File: config.mk
export PLATFORM = sky130hd
export DESIGN_NAME = if_id_buffer
export DESIGN_NICKNAME = d
export VERILOG_FILES = /design/src/rtl/if_id_buffer.sv
export SDC_FILE = /design/constraint.sdc
export NUM_CORES = 1
export LEC_CHECK = 0
export ABC_AREA = 1
export CORE_AREA = 5 5 90 92
export CTS_CLUSTER_SIZE = 20
export DETAILED_ROUTE_END_ITERATION = 16
export DIE_AREA = 0 0 95 97
export HOLD_SLACK_MARGIN = 0.12
export PLACE_DENSITY = 0.77
export REMOVE_ABC_BUFFERS = 1
export SLEW_MARGIN = 10
export SYNTH_ARGS = -nofsm -noshare
export SYNTH_HDL_FRONTEND = slang
export SYNTH_SLANG_ARGS = --single-unit
File: constraint.sdc
create_clock -name clock -period 5.85 [get_ports clock]
set_clock_uncertainty 0.2 [all_clocks]
set_input_delay 1.17 -clock clock [delete_from_list [all_inputs] [get_ports clock]]
set_output_delay 1.17 -clock clock [all_outputs]
set_load 0.05 [all_outputs]
File: src/rtl/if_id_buffer.sv
// IF/ID instruction buffer: small FIFO of {instruction, pc} between fetch and decode,
// exposing the head entry with pre-decoded RV32I register fields and an illegal-opcode flag.
module if_id_buffer #(
  parameter int PC_WIDTH  = 4,
  parameter int INS_WIDTH = 32,
  parameter int DEPTH     = 2
) (
  input  logic                     clock,
  input  logic                     reset,
  input  logic                     flush,
  input  logic                     in_valid,
  output logic                     in_ready,
  input  logic [INS_WIDTH-1:0]     in_ins,
  input  logic [PC_WIDTH-1:0]      in_pc,
  output logic                     out_valid,
  input  logic                     out_ready,
  output logic [INS_WIDTH-1:0]     out_ins,
  output logic [PC_WIDTH-1:0]      out_pc,
  output logic [6:0]               out_opcode,
  output logic [4:0]               out_rd,
  output logic [4:0]               out_rs1,
  output logic [4:0]               out_rs2,
  output logic                     out_illegal,
  output logic [$clog2(DEPTH):0]   count
);
  localparam int AW = $clog2(DEPTH);

  typedef struct packed {
    logic [INS_WIDTH-1:0] ins;
    logic [PC_WIDTH-1:0]  pc;
  } entry_t;

  entry_t        mem [DEPTH];
  logic [AW-1:0] wr_ptr, rd_ptr;
  logic          push, pop, legal;

  // Handshake flags come only from the registered count, so no in->out combinational path.
  assign in_ready  = (count != (AW+1)'(DEPTH));
  assign out_valid = (count != '0);
  assign push      = in_valid && in_ready;
  assign pop       = out_valid && out_ready;

  always_ff @(posedge clock) begin
    if (reset || flush) begin
      wr_ptr <= '0;
      rd_ptr <= '0;
      count  <= '0;
    end else begin
      if (push) wr_ptr <= wr_ptr + AW'(1);
      if (pop)  rd_ptr <= rd_ptr + AW'(1);
      if (push && !pop)      count <= count + (AW+1)'(1);
      else if (pop && !push) count <= count - (AW+1)'(1);
    end
  end

  // Storage is never cleared; occupancy alone decides what is visible.
  always_ff @(posedge clock) begin
    if (push && !flush && !reset) mem[wr_ptr] <= '{ins: in_ins, pc: in_pc};
  end

  assign out_ins    = out_valid ? mem[rd_ptr].ins : '0;
  assign out_pc     = out_valid ? mem[rd_ptr].pc  : '0;
  assign out_opcode = out_ins[6:0];
  assign out_rd     = out_ins[11:7];
  assign out_rs1    = out_ins[19:15];
  assign out_rs2    = out_ins[24:20];

  always_comb begin
    legal = 1'b0;
    case (out_opcode)
      7'h03, 7'h13, 7'h17, 7'h23, 7'h33,
      7'h37, 7'h63, 7'h67, 7'h6F, 7'h73: legal = 1'b1;
      default:                           legal = 1'b0;
    endcase
  end

  assign out_illegal = out_valid && !legal;
endmodule

==> results.rst <==
.. list-table::
   :header-rows: 1

   * - Metric
     - Value
   * - Final wirelength
     - 6340 um
   * - Clock latency on the worst-skew pair
     - 330 ps
   * - Cell type with the highest aggregate area in the netlist
     - sky130_fd_sc_hd__edfxtp_1
   * - Type of the most critical hold path
     - register to register
   * - Worst flop-to-flop path startpoint
     - count[0]
   * - Critical path launch point type
     - register
   * - Antenna violations before repair
     - 0
   * - Clock tree root buffer cell
     - sky130_fd_sc_hd__clkbuf_8
   * - Total congestion overflow after global routing
     - 0
   * - Worst-margin pin slew
     - 1130 ps
   * - HPWL after detailed placement
     - 4250 um
   * - Drt via density
     - 4.66
   * - Core Footprint
     - 0.00714 mm^2
   * - Maxcap violations
     - 0
   * - Overall track demand over capacity in global routing
     - 14.4%
   * - Area share of xor/xnor cells in the synthesized design
     - 0%
   * - Core Rows
     - 31
   * - Final-report hold violation count
     - 0
   * - Critical Path Fanout Max
     - 35
   * - Data required time of the worst path
     - 4480 ps
   * - Clock buffers created by TritonCTS
     - 9
   * - Final antenna-violating net count
     - 0
   * - Initial Util
     - 44.8%
   * - Via count of the first global-routing pass
     - 2204
   * - Arithmetic-cell share of the synthesized area counting full adders, half adders and majority gates
     - 0.391%
   * - Critical path endpoint category
     - primary output
   * - Buffers from clock root to sink, at most
     - 2
   * - Simple-gate area share of the yosys netlist
     - 12.9%
   * - Share of the synthesized area in the top cell type
     - 67.6%
   * - Final min period
     - 4340 ps
   * - Hold buffer count at cts
     - 0
   * - Post-CTS repair timing setup buffer count
     - 0
   * - Detailed router's first-iteration violation count
     - 66
   * - Final weighted congestion in routability-driven placement
     - 0.692
   * - Post-route non-filler standard cell count
     - 457
   * - Final TNS setup
     - 0 ps
   * - Post-synthesis instance area
     - 0.00320 mm^2
   * - Largest net degree at the start of global routing
     - 38
   * - Share of the clock period used by the worst path
     - 74.2%
   * - Post-synthesis cell count
     - 270
   * - CTS tree
     - built
   * - RSZ-0062 raised after global routing
     - false
   * - Die width
     - 95 um
   * - Peak VDD IR
     - 0.170 mV
   * - Leakage power summed over all cells
     - 1.53 nW
   * - Proportion of synthesized area in mux cells
     - 0%
   * - Cell area power density
     - 293 mW/mm^2
   * - Fraction of final layout cells with drive strength greater than 1
     - 8.38%
   * - Crit path DAT
     - 2970 ps
   * - Filler cell count
     - 594
   * - Slew Limit Headroom
     - 24.8%
   * - Via total after detailed routing
     - 2129
   * - Clock transition at the register clock pins on the worst setup and hold paths after CTS
     - 70 ps
   * - Avg Inst Size Synth
     - 11.8 um^2
   * - DIE AREA
     - 0.00922 mm^2
   * - Number of I/O pins
     - 104
   * - Part of the Yosys area used for sequential elements
     - 70.8%
   * - Dominant combinational cell family by area after synthesis
     - simple AND/OR/NAND/NOR gates
   * - Net count, final
     - 395
   * - Die Y
     - 97 um
   * - Area growth from synthesis to layout
     - 36.2%
   * - Kind of critical path
     - register to primary output
   * - Worst setup slack before clock tree synthesis
     - 1840 ps
   * - Max Slew Vio Count
     - 0
   * - Clk sinks
     - 77
   * - Global-route wire length before repair
     - 10400 um
   * - Resized cells post-CTS
     - 0
   * - CTS H-tree depth
     - 3
   * - Count of synthesis-stage warnings from yosys
     - 0
   * - Start point of the worst min-delay path
     - wr_ptr
   * - Inserted Diodes
     - 0
   * - Share of the synthesized area in compound gates (AO/OA/AOI/OAI)
     - 6.81%
   * - Total of flip-flops plus latches after synthesis
     - 77
   * - Number of input and output port buffers inserted
     - 103
   * - Hold slack final
     - 269 ps
   * - Run status
     - completed
   * - DRC
     - 0
   * - Setup-violating endpoint count in the final report
     - 0
   * - Worst path setup slack after routing
     - 1510 ps
   * - Number of search-and-repair iterations in the first detailed-routing pass
     - 4
   * - Count of placed standard cells including taps
     - 441
   * - Synth unique cells
     - 23
   * - Achievable frequency
     - 0.230 GHz
   * - Average wire length per cell after detail routing
     - 13.9 um
   * - Largest cells by area after synthesis
     - sky130_fd_sc_hd__edfxtp_1 68%, sky130_fd_sc_hd__nand2_1 9.7%, sky130_fd_sc_hd__buf_4 6.3%
==> cell families after synthesis <==
kind of cell               Yosys count
AOI/OAI and AO/OA                   41
DFF                                 77
adders and majority gates            1
buffers and inverters               49
and+or+nand+nor                    102
==> flip-flops by register name, summed over array words and instances, names as in the netlist, named ones only <==
name    flops
count       2
rd_ptr      1
wr_ptr      1
mem        72
==> layout make-up <==
type                            count  area (um^2)  area share (%)
Tap cell                           99          124            2.84
Clock buffer                       14          195            4.48
Inverter                           16         60.1            1.38
Multi-Input combinational cell    144          656            15.1
Clock inverter                      2         12.5           0.287
Timing Repair Buffer              105         1050            24.0
Sequential cell                    77         2260            51.9
==> path summary, 6_finish.rpt <==
check           endpoint  slack [ps]  depth (start not counted)
max          out_illegal        1510                          6
min               wr_ptr         270                          2
max reg2reg   mem[0][15]        3670                          6
min reg2reg       wr_ptr         270                          2
==> metal layers <==
metal / track usage [%] / part of all wire (%) / vias up
met2: 25.5 / 52 / 70
met5: 0 / 0 / -
met3: 3.88 / 5.6 / 7
li1: - / - / 1052
met4: 5.33 / 1.2 / 0
met1: 16.3 / 41 / 1000
==> critical path, stage by stage, from the launching register on <==
cell and delay (ps):
sky130_fd_sc_hd__dfxtp_1 310, sky130_fd_sc_hd__inv_1 810, sky130_fd_sc_hd__nand2_1 210, sky130_fd_sc_hd__a21oi_2 250
sky130_fd_sc_hd__nand3_1 100, sky130_fd_sc_hd__a21oi_1 150, sky130_fd_sc_hd__clkdlybuf4s50_1 830
==> where the power goes <==
group	internal (W)	switching, W	leakage, nW
sequential	0.000615	0.00000319	0.694
clock	0.000217	0.000174	0.103
combinational	0.0000892	0.000178	0.735
total	0.000921	0.000355	1.53
==> Yosys cell counts (all sizes together) <==
master,count
clkbuf,1
inv,15
edfxtp,72
o21bai,1
dfxtp,5
clkinv,1
nand2,85
and2,1
buf,32
a21oi,38
nor2,8
o21ai,1
or2,2
o21a,1
nand3,5
ha,1
nor3,1
==> stage by stage <==
stage / instance area, um^2 / total power, W / utilization [%]
finish: 4360 / 0.00128 / 61.0
global route: 4360 / 0.00132 / 61.0
CTS: 4360 / 0.00129 / 61.0
detailed placement: 4150 / 0.000900 / 58.1
global placement: 4150 / 0.000896 / 58.1
floorplan: 2970 / 0.000792 / -
==> layout by cell type (no fill, tap or decap) <==
cell                              netlist  routed
sky130_fd_sc_hd__a21oi_1               36      36
sky130_fd_sc_hd__a21oi_2                2       2
sky130_fd_sc_hd__and2_1                 1       1
sky130_fd_sc_hd__buf_4                 27       2
sky130_fd_sc_hd__clkbuf_1               1       2
sky130_fd_sc_hd__clkbuf_16              0       2
sky130_fd_sc_hd__clkbuf_8               0      10
sky130_fd_sc_hd__clkdlybuf4s50_1        0     103
sky130_fd_sc_hd__clkinv_1               1       1
sky130_fd_sc_hd__clkinv_2               0       1
sky130_fd_sc_hd__clkinvlp_4             0       1
sky130_fd_sc_hd__dfxtp_1                5       5
sky130_fd_sc_hd__edfxtp_1              72      72
sky130_fd_sc_hd__ha_1                   1       1
sky130_fd_sc_hd__inv_1                  9       9
sky130_fd_sc_hd__inv_2                  6       6
sky130_fd_sc_hd__nand2_1               83      83
sky130_fd_sc_hd__nand2_2                1       1
sky130_fd_sc_hd__nand2_4                1       1
sky130_fd_sc_hd__nand3_1                5       5
sky130_fd_sc_hd__nor2_1                 6       5
sky130_fd_sc_hd__nor2_2                 2       2
sky130_fd_sc_hd__nor2_4                 0       1
sky130_fd_sc_hd__nor3_2                 0       1
sky130_fd_sc_hd__o21a_1                 1       1
sky130_fd_sc_hd__o21ai_0                1       1
sky130_fd_sc_hd__o21bai_1               1       1
sky130_fd_sc_hd__or2_1                  2       2
Power figures use the tool's default switching activity.
